[src/rtl/preproc_frame_sched_pkg.sv]
// Shared definitions for frame-level controllers: state encoding and the
// minimum frame dimension accepted by the 3x3 filter pipeline.
package preproc_frame_sched_pkg;

  typedef enum logic [2:0] {
    ST_IDLE  = 3'd0,
    ST_LINE  = 3'd1,
    ST_HBLK  = 3'd2,
    ST_DRAIN = 3'd3,
    ST_DONE  = 3'd4
  } frame_state_e;

  localparam int unsigned MIN_DIM = 3;

  function automatic logic dims_ok(input int unsigned w, input int unsigned h);
    return (w >= MIN_DIM) && (h >= MIN_DIM);
  endfunction

endpackage

[src/rtl/preproc_frame_sched_valid_delay_line.sv]
// Shift register that delays the read strobe by the memory latency and
// reports whether any strobe is still travelling toward the pipeline.
module valid_delay_line #(
  parameter int DEPTH = 1
) (
  input  logic clk,
  input  logic rst,
  input  logic clr,
  input  logic vld_in,
  output logic vld_out,
  output logic in_flight
);

  logic [DEPTH-1:0] vld_pipe;

  always_ff @(posedge clk or posedge rst) begin
    if (rst) begin
      vld_pipe <= '0;
    end else if (clr) begin
      vld_pipe <= '0;
    end else begin
      vld_pipe <= (vld_pipe << 1) | DEPTH'(vld_in);
    end
  end

  assign vld_out   = vld_pipe[DEPTH-1];
  assign in_flight = |vld_pipe;

endmodule

[src/rtl/preproc_frame_sched.sv]
// Frame sequencer for the gray/Gaussian preprocessing pipeline: raster read
// requests with per-line blanking, output counting and drain detection.
module preproc_frame_sched
  import preproc_frame_sched_pkg::*;
#(
  parameter int ADDR_W     = 20,
  parameter int DIM_W      = 12,
  parameter int HBLANK     = 4,
  parameter int MEM_LAT    = 1,
  parameter int DRAIN_IDLE = 16
) (
  input  logic                 clk,
  input  logic                 rst,
  input  logic                 start,
  input  logic                 abort,
  input  logic [DIM_W-1:0]     cfg_width,
  input  logic [DIM_W-1:0]     cfg_height,
  input  logic [ADDR_W-1:0]    cfg_base,
  input  logic                 stall,
  output logic                 mem_rd_en,
  output logic [ADDR_W-1:0]    mem_rd_addr,
  output logic                 pp_din_valid,
  output logic [DIM_W-1:0]     pp_img_width,
  input  logic                 pp_dout_valid,
  output logic                 busy,
  output logic                 done,
  output logic                 err_cfg,
  output logic [2*DIM_W-1:0]   out_cnt
);

  localparam logic [7:0] BLANK_LAST = (HBLANK == 0) ? 8'd0 : 8'(HBLANK - 1);
  localparam logic [7:0] IDLE_LAST  = 8'(DRAIN_IDLE - 1);

  frame_state_e        state, state_nxt;
  logic [DIM_W-1:0]    width_q, height_q, pix, line;
  logic [ADDR_W-1:0]   addr;
  logic [7:0]          blank_cnt, idle_cnt;
  logic                issue, accept, reject;
  logic                last_pix, last_line, blank_end, drain_hold, in_flight;

  function automatic logic [2*DIM_W-1:0] sat_inc(input logic [2*DIM_W-1:0] v);
    return (&v) ? v : v + 1'b1;
  endfunction

  assign last_pix   = (pix == width_q - 1'b1);
  assign last_line  = (line == height_q - 1'b1);
  assign blank_end  = (blank_cnt == BLANK_LAST);
  // A read is still pending while its strobe is registered or in the delay line.
  assign drain_hold = pp_dout_valid | in_flight | mem_rd_en;

  always_ff @(posedge clk or posedge rst) begin
    if (rst) state <= ST_IDLE;
    else     state <= state_nxt;
  end

  always_comb begin
    state_nxt = state;
    issue     = 1'b0;
    accept    = 1'b0;
    reject    = 1'b0;
    case (state)
      ST_IDLE: begin
        if (start) begin
          if (dims_ok(32'(cfg_width), 32'(cfg_height))) begin
            accept    = 1'b1;
            state_nxt = ST_LINE;
          end else begin
            reject = 1'b1;
          end
        end
      end
      ST_LINE: begin
        if (!stall) begin
          issue = 1'b1;
          if (last_pix) begin
            if (HBLANK == 0) state_nxt = last_line ? ST_DRAIN : ST_LINE;
            else             state_nxt = ST_HBLK;
          end
        end
      end
      ST_HBLK: begin
        if (blank_end) state_nxt = (line == height_q) ? ST_DRAIN : ST_LINE;
      end
      ST_DRAIN: begin
        if (!drain_hold && idle_cnt == IDLE_LAST) state_nxt = ST_DONE;
      end
      ST_DONE:  state_nxt = ST_IDLE;
      default:  state_nxt = ST_IDLE;
    endcase
    if (abort) begin
      state_nxt = ST_IDLE;
      issue     = 1'b0;
      accept    = 1'b0;
      reject    = 1'b0;
    end
  end

  always_ff @(posedge clk or posedge rst) begin
    if (rst) begin
      mem_rd_en   <= 1'b0;
      mem_rd_addr <= '0;
      width_q     <= '0;
      height_q    <= '0;
      addr        <= '0;
      pix         <= '0;
      line        <= '0;
      blank_cnt   <= '0;
      idle_cnt    <= '0;
      err_cfg     <= 1'b0;
      out_cnt     <= '0;
    end else begin
      mem_rd_en <= issue;
      err_cfg   <= reject;
      if (issue) mem_rd_addr <= addr;
      if (accept) begin
        width_q  <= cfg_width;
        height_q <= cfg_height;
        addr     <= cfg_base;
        pix      <= '0;
        line     <= '0;
      end else if (issue) begin
        addr <= addr + 1'b1;
        if (last_pix) begin
          pix  <= '0;
          line <= line + 1'b1;
        end else begin
          pix <= pix + 1'b1;
        end
      end
      blank_cnt <= (state == ST_HBLK) ? blank_cnt + 1'b1 : 8'd0;
      idle_cnt  <= (state == ST_DRAIN && !drain_hold) ? idle_cnt + 1'b1 : 8'd0;
      if (accept)                                              out_cnt <= '0;
      else if (state != ST_IDLE && pp_dout_valid && !abort)    out_cnt <= sat_inc(out_cnt);
    end
  end

  valid_delay_line #(.DEPTH(MEM_LAT)) u_vld_dly (
    .clk       (clk),
    .rst       (rst),
    .clr       (abort),
    .vld_in    (mem_rd_en),
    .vld_out   (pp_din_valid),
    .in_flight (in_flight)
  );

  assign busy         = (state != ST_IDLE);
  assign done         = (state == ST_DONE);
  assign pp_img_width = width_q;

endmodule
[config.mk]
export PLATFORM = sky130hd
export DESIGN_NAME = preproc_frame_sched
export DESIGN_NICKNAME = d
export VERILOG_FILES = /design/src/rtl/preproc_frame_sched_pkg.sv /design/src/rtl/preproc_frame_sched_valid_delay_line.sv /design/src/rtl/preproc_frame_sched.sv
export SDC_FILE = /design/constraint.sdc
export NUM_CORES = 1
export LEC_CHECK = 0
export CAP_MARGIN = 0
export CORE_ASPECT_RATIO = 1.5
export CORE_UTILIZATION = 54
export CTS_CLUSTER_SIZE = 20
export DETAILED_ROUTE_END_ITERATION = 8
export PLACE_DENSITY = 0.89
export REMOVE_ABC_BUFFERS = 1
export SYNTH_ARGS = -nofsm -noshare
export SYNTH_HDL_FRONTEND = slang
export SYNTH_SLANG_ARGS = --single-unit
[constraint.sdc]
create_clock -name clk -period 6.4 [get_ports clk]
set_input_delay 1.28 -clock clk [delete_from_list [all_inputs] [get_ports clk]]
set_output_delay 1.28 -clock clk [all_outputs]
set_load 0.005 [all_outputs]
; Word-level counts from Yosys, hierarchy flattened
; Index checks and enable logic that the tools add are counted.
[classes]
muxes = 34
mul = 0
eq_ne = 15
n_div = 0
bitwise_logic = 2
shift = 0
reduce_logical = 16
add_sub_neg = 7
order_cmp = 2
[op_table]
columns = operator, n
row1 = 12-bit 2-to-1 mux, 6
row2 = 24-bit 2-to-1 mux, 3
row3 = 20-bit 2-to-1 mux, 2
row4 = "12-bit by 1-bit adder with 12-bit output, second input constant", 2
row5 = "24-bit by 1-bit adder with 24-bit output, second input constant", 1
row6 = 12-bit == test, 2
row7 = "12-bit by 2-bit >= comparator with 1-bit output, second input constant", 2
row8 = 24-bit AND reduction, 1
row9 = 3-bit 2-to-1 mux, 7
row10 = "20-bit by 1-bit adder with 20-bit output, second input constant", 1
row11 = "3-bit inequality test, second input constant", 6
row12 = "8-bit by 1-bit adder with 8-bit output, second input constant", 2
row13 = 8-bit 2-to-1 mux, 2
row14 = 1-bit 2-to-1 mux, 12
row15 = 3-bit one-hot mux with 4 select lines, 1
row16 = "12-bit by 1-bit subtractor with 12-bit output, second input constant", 1
row17 = "8-bit by 2-bit == test with 1-bit output, second input constant", 1
row18 = "8-bit by 4-bit == test with 1-bit output, second input constant", 1
row19 = "3-bit by 2-bit == test with 1-bit output, second input constant", 2
row20 = 6-bit AND reduction, 1
row21 = 2-bit nonzero test, 3
row22 = 1-bit logical AND, 5
row23 = 2-bit AND reduction, 2
row24 = "3-bit by 1-bit == test with 1-bit output, second input constant", 1
row25 = other kinds (7), 9
[totals]
rom_bits = 0
register_bits = 134
input_bits = 50
output_inout_bits = 61
ramBits = 0
memories = 0
latch_bits = 0

; Logic depth before layout (Yosys ltp)
; Gate-level depths: netlist of run 1.
[depth]
ltp_word = 8
depth_mapped = 11
depth_no_buf = 9

; Cells and area by module
; From an unflattened synthesis of run 1, not the netlist that was laid out.
[unflattened]
cells_unflattened = 747
area_unflattened_um2 = 6796.5
[by_module_without_submodules]
columns = module, seq_area_each_um2, instances, area_each_um2, cells_per_inst
row1 = preproc_frame_sched, 3328.2, 1, 6746.5, 743
row2 = valid_delay_line, 25.0, 1, 50.0, 4

; Worst setup path after synthesis of run 1
; No wires, ideal clock.
[synth_timing]
kind = input -> register
startpoint = input port stall
endpoint = register line[9]
t_required_ps = 6322
setup_time_ps = 78
cell_stages = 5
arrival_ps = 2907
slack_ps = 3415
path_buffers = 0
path_cell_list = nor4b_1 > or2b_1 > or3b_4 > or4_1 > a21oi_1
[synth_via]
elab_chain_cells = 5
[synth_lines]
columns = element, line_no
row1 = from (decl), preproc_frame_sched.sv:19  ; input logic stall,
row2 = 1-bit 2-to-1 mux, preproc_frame_sched.sv:73  ; if (!stall) begin
row3 = 1-bit 2-to-1 mux, preproc_frame_sched.sv:61  ; case (state)
row4 = 1-bit 2-to-1 mux, preproc_frame_sched.sv:90  ; if (abort) begin
row5 = 2-bit nonzero test (no line), -
row6 = 2-bit AND reduction (no line), -
row7 = to (signal assigned), preproc_frame_sched.sv:125  ; line <= line + 1'b1;
row8 = to (decl), preproc_frame_sched.sv:35  ; logic [DIM_W-1:0] width_q, height_q, pix, line;
; Every way passes these cells.
; A chain may end at the register's enable or synchronous reset.

; Worst setup path in the final report of run 1
[layout_timing]
startpoint = input port stall
endpoint = register addr[9]
[layout_via]
elab_chain_cells = 4
[layout_lines]
columns = element, line_no
row1 = 1-bit 2-to-1 mux, preproc_frame_sched.sv:73
row2 = 1-bit 2-to-1 mux, preproc_frame_sched.sv:61
row3 = 1-bit 2-to-1 mux, preproc_frame_sched.sv:90
row4 = 2-bit nonzero test (no line), -
row5 = to (signal assigned), preproc_frame_sched.sv:118  ; addr <= cfg_base;
row6 = to (signal assigned), preproc_frame_sched.sv:122  ; addr <= addr + 1'b1;
row7 = to (decl), preproc_frame_sched.sv:36  ; logic [ADDR_W-1:0] addr;
; Every way passes these cells.

==> flow_summary.yaml, run 1 <==
cells_and_area:
  utilization: 0.6959
  n_antenna_cell: 0
  fillCellCount: 923
  drive_above_1_share: 0.08568
  final_nets: 897
  final_area_sq_um: 8707
  area_delta_synth_final_pct: 25.82
clock_network:
  cts_hold_buf: 0
  cts.sinks: 134
  path_clk_slew_ns: 0.06
  cts_buffers: 17
  clkLatencyLatePin_ns: 0.42
  cts_resized: 0
  post_cts_buffers: 0
  cts-root-buf: "clkbuf_16"
  htreeDepth: 4
  cts_tree: "done"
  cts_buffer_depth: 2
power_and_ir_drop:
  leakage_nw: 3.713
  p_per_area_nw_per_um2: 281.8
  peakVddDrop_mv: 0.2368
die:
  start_util: 0.5531
  fp-row-count: 50
  die_area_sq_um: 13280
  io_pins: 111
  die_x_um: 94.43
  die_height_um: 140.7
  core-area_sq_um: 12510
yosys:
  synth.most_common_cell: "dfrtp_1"
  synth_cells: 737
  synthArstFlopShare: 1.000
  synth.top_cells.by_area: "dfrtp_1 48%, nand2_1 6.8%, xor2_1 5.3%, mux2_2 3.6%, nor2_1 3.5%"
  synth_area_per_cell_sq_um: 9.390
  ys_warn_count: 0
  synth_common_cells: "134 x dfrtp_1, 126 x nand2_1, 65 x nor2_1, 42 x xor2_1, 37 x o21ai_0"
  synth_cell_types: 62
  synthesis.area_sq_um: 6920
  yosys.area.top_type: "dfrtp_1"
  synth_top_area_share: 0.4845
  yosysSeqAreaShare: 0.4845
  synth_flop_cell: "dfrtp_1"
  synth_edf_count: 0
  synth-seq-cells: 134
global_routing:
  grt_pass1_vias: 5833
  grt.overflow.total: 0
  grt_usage: 0.2646
  antenna_found_initial: 0
  grt_pass1_wl_um: 27380
  grt_max_degree: 79
min_path:
  hp-class: "reg -> reg"
sta:
  grt_setup_unrepaired: "false"
  drv_slew: 0
  tightest_slew_ns: 1.010
  setup_tns_ns: 0
  final.min_clock_period_ns: 3.687
  max-slew-margin-rel: 0.3257
  fin_skew_ns: 0.01111
  setup_viol: 0
  fin_crit_sh: 0.5762
  timing.fmax_ghz: 0.2712
  finalHoldViolations: 0
  holdWs_ns: 0.4575
placed_design:
  dpl.hpwl_um: 10960
  place_congestion: 0.8761
  portBuffers: 110
  placed_area_sq_um: 8133
run_status:
  status: "complete, no violations"
routing:
  wl_um: 16380
  wl_per_cell_um: 16.25
  dr.first_iter.drc_count: 295
  postRouteAntennaNets: 0
  via_per_inst: 5.883
  drt_first_pass_iters: 5
  drc: 0
  vias: 5930
flow_run:
  drv_cap: 0
critical_path:
  slowest_delay_ns: 0.74
  critical_path_class: "in -> reg"
  start_kind: "input pin"
  arrival_ns: 3.97
  crit_required_ns: 6.68
  path_max_fanout: 33
  crit_slowest_cell: "inv_1"
  cp-end-kind: "flip-flop"
  crit_chain: "clkdlybuf4s50_1 -> nor4b_1 -> or2b_2 -> inv_1 -> nand3_1 -> nor2_1 -> nand2_1 -> xor2_1 -> o21ai_0"
report_power, final:
part           switching [mW]  total (mW)  internal [mW]
registers               0.127        1.08          0.950
logic                   0.186       0.426          0.240
clock network           0.368       0.950          0.582
total                   0.681        2.45           1.77
per-layer routing:
layer	global-route usage	up-vias	share of wire	wire length [um]
met2	0.4592	173	0.54	8883
li1	-	2803	-	-
met5	0	-	0	0
met3	0.05016	38	0.040	648
met4	0.1109	0	0.024	386
met1	0.3164	2916	0.39	6458
final cells by class:
class	count	area (sq um)	share of cell area
timing repair buffer	115	1139	0.1308
inverter	14	55.05	0.006323
clock inverter	11	127.6	0.01466
clock buffer	20	446.7	0.05130
multi-input combinational	558	3391	0.3894
sequential	134	3353	0.3851
tap	156	195.2	0.02242
cell families after synthesis:
| group | count (synthesis) | synth area share |
|---|---|---|
| flip-flops | 134 | 0.4845 |
| adder cells (fa/ha/maj) | 7 | 0.01266 |
| buffers and inverters | 45 | 0.02676 |
| AND/OR/NAND/NOR | 351 | 0.2535 |
| AO/OA/AOI/OAI | 112 | 0.1031 |
| multiplexers | 23 | 0.03725 |
| XOR/XNOR | 65 | 0.08226 |
sequential cells by signal (all words and copies together), names as in the netlist:
register	flops
mem_rd_en	1
err_cfg	1
mem_rd_addr	20
out_cnt	24
u_vld_dly.in_flight	1
line	12
idle_cnt	8
blank_cnt	8
state	3
addr	20
height_q	12
pp_img_width	12
pix	12
critical path: cells and delay by family:
| family | cells | cell delay (ns) |
|---|---|---|
| and+or+nand+nor | 5 | 1.19 |
| buffers and inverters | 2 | 1.17 |
| AOI/OAI and AO/OA | 1 | 0.12 |
| xor gates and xnor gates | 1 | 0.20 |
metrics by stage:
step | power (mW) | setup WS [ns] | instances
after floorplan | 1.287 | 1.480 | 706
after global placement | 1.496 | 2.403 | 977
after detailed placement | 1.509 | 2.373 | 977
after CTS | 2.466 | 2.767 | 1008
after global routing | 2.558 | 2.440 | 1008
final | 2.454 | 2.713 | 1008
path summary, 6_finish.rpt:
check / startpoint / endpoint / slack, ns / cells after the start
min in group asynchronous: rst / u_vld_dly.in_flight / 1.34 / 2
worst min register to register: idle_cnt[0] / idle_cnt[0] / 0.46 / 1
worst max-delay path: stall / addr[9] / 2.71 / 9
worst min-delay path: idle_cnt[0] / idle_cnt[0] / 0.46 / 1
max in group asynchronous: rst / pp_img_width[4] / 3.59 / 3
worst max register to register: pp_img_width[0] / line[10] / 3.10 / 9
cell usage in the layout (no fill, tap or decap), types with 6 or more instances in the layout:
cell,n
dfrtp_1,134
nand2_1,126
clkdlybuf4s50_1,110
nor2_1,64
xor2_1,42
o21ai_0,37
nand3_1,35
xnor2_1,23
a21oi_1,23
mux2_2,22
and3_1,21
nand4_1,17
clkbuf_16,17
nor4_1,15
inv_1,13
nor3_1,11
or3_1,10
a31oi_1,9
ha_1,7
nor2b_1,6
or4_1,6
o21a_1,6
o211ai_1,6
No activity file was read; power rests on OpenSTA's default activity.
==> run 2: changes to the inputs <==
CORE_UTILIZATION = 49   (was 54)
PLACE_DENSITY = 0.86   (was 0.89)
clock period = 3 ns   (was 6.4 ns; I/O delays follow)
==> flow_summary.yaml, run 2 (synthesis gave the netlist of run 1 again) <==
run_status:
  status: "complete, but fails checks"
  violations: "setup timing"
sta:
  final.min_clock_period_ns: 3.062
  drv_slew: 0
  max-slew-margin-rel: 0.5793
  fin_crit_sh: 1.021
  setup_viol: 3
  tightest_slew_ns: 0.6269
  holdWs_ns: 0.4662
  fin_skew_ns: 0.009801
  grt_setup_unrepaired: "true"
  fin_ws_ns: -0.06170
  finalHoldViolations: 0
  timing.fmax_ghz: 0.3266
routing:
  drc: 0
  drt_first_pass_iters: 5
  postRouteAntennaNets: 0
  vias: 6089
  wl_per_cell_um: 16.51
  dr.first_iter.drc_count: 320
  via_per_inst: 5.827
  wl_um: 17250
global_routing:
  grt_pass1_wl_um: 28680
  grt_pass1_vias: 6173
  grt.overflow.total: 0
  antenna_found_initial: 0
  grt_usage: 0.2462
  grt_max_degree: 60
clock_network:
  cts_buffers: 17
  htreeDepth: 4
  cts_tree: "done"
  cts.sinks: 134
  path_clk_slew_ns: 0.06
  clkLatencyLatePin_ns: 0.42
  cts_buffer_depth: 2
  cts-root-buf: "clkbuf_16"
  cts_hold_buf: 0
cells_and_area:
  seq_area_sq_um: 3353
  final_cell_mix: "134 x dfrtp_1, 126 x nand2_1, 110 x clkdlybuf4s50_1"
  n_antenna_cell: 0
  largest_reg_flops: 24
  fillCellCount: 997
  largestRegisters: "out_cnt x24, addr x20, mem_rd_addr x20"
  drive_above_1_share: 0.1382
  top_register: "out_cnt"
  final_nets: 927
  area_delta_synth_final_pct: 32.38
  multi_input_area_sq_um: 3477
  final_common_cell: "dfrtp_1"
  layout.cells.non_filler: 1045
placed_design:
  place_congestion: 0.8830
  dpl.hpwl_um: 11870
  portBuffers: 110
  dpl.cell_count: 1008
critical_path:
  arrival_ns: 3.39
  critical_path_class: "reg -> reg"
  path_max_fanout: 9
  start_kind: "flip-flop"
  startpoint: "pp_img_width[4]"
  reg2reg_to: "line[7]"
  reg2regPathDepth: 8
  ff2ff_setup_slack_ns: -0.06
  crit_end: "line[7]"
  cp-end-kind: "flip-flop"
  crit_required_ns: 3.33
  r2r-start: "pp_img_width[4]"
die:
  die_height_um: 147.6
  die_x_um: 99.04
  start_util: 0.5065
  io_pins: 111
  core-area_sq_um: 13660
  die_area_sq_um: 14610
  fp-row-count: 52
min_path:
  hp-class: "reg -> reg"
power_and_ir_drop:
  p_per_area_nw_per_um2: 616.4
  leakage_nw: 3.935
  peakVddDrop_mv: 0.3960
flow_run:
  drv_cap: 0
## run 2: cell count changes in the layout (fill, tap and decap cells not counted), moves of 3 or more
cell       previous run  this run
buf_4                 5        29
a21oi_1              23        19
a21oi_2               0         4
inv_6                 1         5
buf_12                0         3
buf_6                 0         3
bufinv_16             2         5
## run 2: worst min path at each step
stage                      from     endpoint  slack, ns  cells after the start
global route        idle_cnt[0]  idle_cnt[0]       0.49                      1
global placement    idle_cnt[0]  idle_cnt[0]       0.45                      1
CTS                 idle_cnt[0]  idle_cnt[0]       0.47                      1
detailed placement  idle_cnt[0]  idle_cnt[0]       0.46                      1
floorplan           idle_cnt[0]  idle_cnt[0]       0.43                      1
finish              idle_cnt[0]  idle_cnt[0]       0.47                      1
## run 2: metal layers
layer / vias up / track usage / share of wire / wire length (um)
li1: 2889 / - / - / -
met1: 2949 / 0.2849 / 0.40 / 6860
met2: 210 / 0.4283 / 0.54 / 9233
met3: 41 / 0.04965 / 0.038 / 656
met4: 0 / 0.1276 / 0.029 / 501
met5: - / 0 / 0 / 0
## run 2: metrics by stage
| step | instance area (sq um) | setup WS, ns | setup TNS (ns) | total power [mW] | utilization |
|---|---|---|---|---|---|
| after detailed placement | 8368 | -0.03989 | -0.1549 | 3.288 | 0.6125 |
| after global placement | 8368 | 0.03850 | 0 | 3.251 | 0.6125 |
| after global routing | 9161 | -0.1524 | -0.5636 | 5.879 | 0.6705 |
| final | 9161 | -0.06170 | -0.09800 | 5.647 | 0.6705 |
| after CTS | 9060 | -0.03776 | -0.03776 | 5.624 | 0.6631 |
| after floorplan | 6788 | -1.485 | -224.40 | 2.745 | - |
## run 2: repair_timing
action	in CTS	in global routing
resized for setup	5	18
pin swaps	6	7
setup buffers	2	3
setup endpoints to repair	8	9
## run 2: worst max-delay path: stages, from the launching register on
cell,delay (ns)
dfrtp_1,0.43
or4_4,0.58
or3_1,0.36
o32a_1,0.21
a211oi_2,0.25
or3b_4,0.45
buf_6,0.15
or3_1,0.36
a21oi_1,0.18
## run 2: power breakdown
part	total, mW	internal [mW]	leakage [nW]	switching (mW)
Combinational	1.05	0.589	1.88	0.458
Sequential	2.28	2.03	1.74	0.252
Clock	2.32	1.51	0.318	0.815
## run 2: layout make-up
cell class                 instances  area share
multi-input combinational        558      0.3795
sequential                       134      0.3660
clock buffer                      18     0.04794
inverter                          14    0.006282
tap                              162     0.02213
clock inverter                    14     0.02390
timing repair buffer             145      0.1542
==> run 3: changes to the inputs <==
CAP_MARGIN = 20   (was 0)
CORE_UTILIZATION = 54   (was 49)
PLACE_DENSITY = 0.9   (was 0.86)
SYNTH_HIERARCHICAL = 1   (was not set)
clock period = 3.2 ns   (was 3 ns; I/O delays follow)
==> flow_summary.yaml, run 3 <==
run_status:
  status: "complete, no violations"
critical_path:
  ff2ff_setup_slack_ns: 0.20
  r2r-start: "pp_img_width[2]"
  reg2regPathDepth: 7
  crit_family: "simple AND/OR/NAND/NOR gates"
  cp-end-kind: "flip-flop"
  path_max_fanout: 16
  critical_path_class: "reg -> reg"
  arrival_ns: 3.30
  crit_chain: "or4_4 -> nor3b_1 -> mux2_2 -> a21oi_1 -> and3_4 -> nand4_1 -> mux2_1"
  crit_buf_inv: 0
  crit_slowest_cell: "or4_4"
  start_kind: "flip-flop"
  crit_required_ns: 3.50
  reg2reg_to: "line[7]"
  slowest_delay_ns: 0.60
sta:
  max-slew-margin-rel: 0.4856
  fin_skew_ns: 0.008072
  timing.fmax_ghz: 0.3333
  fin_ws_ns: 0.2000
  setup_viol: 0
  grt_setup_unrepaired: "false"
  finalHoldViolations: 0
  tightest_slew_ns: 0.7716
  final.min_clock_period_ns: 3.000
  drv_slew: 0
  holdWs_ns: 0.4523
  fin_crit_sh: 0.9375
  setup_tns_ns: 0
routing:
  drt_first_pass_iters: 5
  postRouteAntennaNets: 0
  drc: 0
  dr.first_iter.drc_count: 485
  wl_um: 16830
  wl_per_cell_um: 16.35
  via_per_inst: 5.818
  vias: 5987
die:
  die_x_um: 93.60
  core-area_sq_um: 12140
  die_area_sq_um: 13050
  start_util: 0.5599
  fp-row-count: 49
  io_pins: 111
  die_height_um: 139.4
yosys:
  synthMuxAreaShare: 0.01086
  synth_flop_cell: "dfrtp_1"
  synthArstFlopShare: 1.000
  synth-compound-area-share: 0.08211
  synth_top_family_by_area: "simple AND/OR/NAND/NOR gates"
  ys_warn_count: 6
  synth.most_common_cell: "nand2_1"
  synthesis.area_sq_um: 6797
  synth_edf_count: 0
  synth_fa_ha_area_frac: 0.01289
  yosysSeqAreaShare: 0.4934
  synth_common_cells: "173 x nand2_1, 134 x dfrtp_1, 58 x nor2_1, 39 x nand3_1, 36 x xnor2_1"
  synth-simple-area-share: 0.2839
  synth-xor-area-share: 0.09021
  yosys.area.top_type: "dfrtp_1"
  synth_area_per_cell_sq_um: 9.098
  synth_cells: 747
  synth.top_cells.by_area: "dfrtp_1 49%, nand2_1 9.6%, xnor2_1 4.6%, xor2_1 4.4%, nor2_1 3.2%"
  synth-seq-cells: 134
  synth_cell_types: 61
  synth_top_area_share: 0.4934
power_and_ir_drop:
  p_per_area_nw_per_um2: 590.2
  peakVddDrop_mv: 0.3914
  leakage_nw: 3.945
placed_design:
  pre_cts_ws_ns: 0.2583
  dpl.cell_count: 998
  portBuffers: 110
  place_congestion: 0.8468
  dpl.hpwl_um: 11500
clock_network:
  cts.sinks: 134
  post_cts_buffers: 0
  htreeDepth: 4
  cts_resized: 0
  cts_buffer_depth: 2
  cts_tree: "done"
  cts_buffers: 17
  cts_hold_buf: 0
  path_clk_slew_ns: 0.06
  clkLatencyLatePin_ns: 0.42
  cts-root-buf: "clkbuf_16"
global_routing:
  antenna_found_initial: 0
  grt.overflow.total: 0
  grt_pass1_vias: 5971
  grt_pass1_wl_um: 28300
  grt_usage: 0.2756
  grt_max_degree: 61
cells_and_area:
  top_register: "out_cnt"
  fillCellCount: 845
  final_common_cell: "nand2_1"
  final_nets: 921
  utilization: 0.7217
  area_delta_synth_final_pct: 28.90
  layout.cells.non_filler: 1029
  largest_reg_flops: 24
  n_antenna_cell: 0
  largestRegisters: "out_cnt x24, addr x20, mem_rd_addr x20"
  drive_above_1_share: 0.07648
  final_cell_mix: "173 x nand2_1, 134 x dfrtp_1, 110 x clkdlybuf4s50_1"
flow_run:
  drv_cap: 0
min_path:
  hp-class: "in -> async"
## run 3: how the worst max path moves through the flow
stage	from	end	slack [ns]	cells past startpoint
2_1_floorplan	rst	addr[0]	-0.99	1
3_3_place_gp	pp_img_width[2]	line[7]	0.31	7
3_5_place_dp	pp_img_width[2]	line[7]	0.26	7
4_1_cts	pp_img_width[2]	line[7]	0.24	7
5_1_grt	pp_img_width[2]	line[7]	0.03	7
6_report	pp_img_width[2]	line[7]	0.20	7
## run 3: per-layer routing
| metal | wire length [um] | part of all wire | global-route usage |
|---|---|---|---|
| met5 | 0 | 0 | 0 |
| met3 | 958 | 0.057 | 0.06066 |
| met2 | 8802 | 0.52 | 0.4721 |
| met1 | 6700 | 0.40 | 0.3403 |
| met4 | 368 | 0.022 | 0.09474 |
## run 3: layout make-up
cell class | instances | area (sq um) | share of cell area
clock buffer | 21 | 470.5 | 0.05370
timing repair buffer | 128 | 1274 | 0.1454
clock inverter | 10 | 145.1 | 0.01657
tap | 153 | 191.4 | 0.02185
inverter | 15 | 58.81 | 0.006712
multi-input combinational | 568 | 3268 | 0.3730
sequential | 134 | 3353 | 0.3827
## run 3: cell families (layout without fill, tap and decap cells)
| kind of cell | Yosys count | in the layout |
|---|---|---|
| adder cells (fa/ha/maj) | 7 | 7 |
| multiplexers | 7 | 7 |
| flip-flops | 134 | 134 |
| AO/OA/AOI/OAI | 87 | 87 |
| buffers and inverters | 45 | 174 |
| XOR/XNOR | 70 | 70 |
| AND/OR/NAND/NOR | 397 | 397 |
## run 3: through the flow
| step | area, sq um | power [mW] |
|---|---|---|
| after floorplan | 6671 | 2.640 |
| after global placement | 8145 | 3.126 |
| after detailed placement | 8145 | 3.157 |
| after CTS | 8761 | 5.190 |
| after global routing | 8761 | 5.412 |
| final | 8761 | 5.171 |
## run 3: worst register-to-register path, cell delays in order, from the launching register on
cell and delay (ns):
dfrtp_1 0.47, or4_4 0.60, nor3b_1 0.25, mux2_2 0.36
a21oi_1 0.35, and3_4 0.39, nand4_1 0.14, mux2_1 0.33
## run 3: report_power, final
part           switching [mW]  internal (mW)  total (mW)  leakage (nW)
Clock                   0.740           1.29        2.03         0.296
Combinational           0.430          0.532       0.961          1.87
Sequential              0.257           1.92        2.18          1.78
Total                    1.43           3.74        5.17          3.94
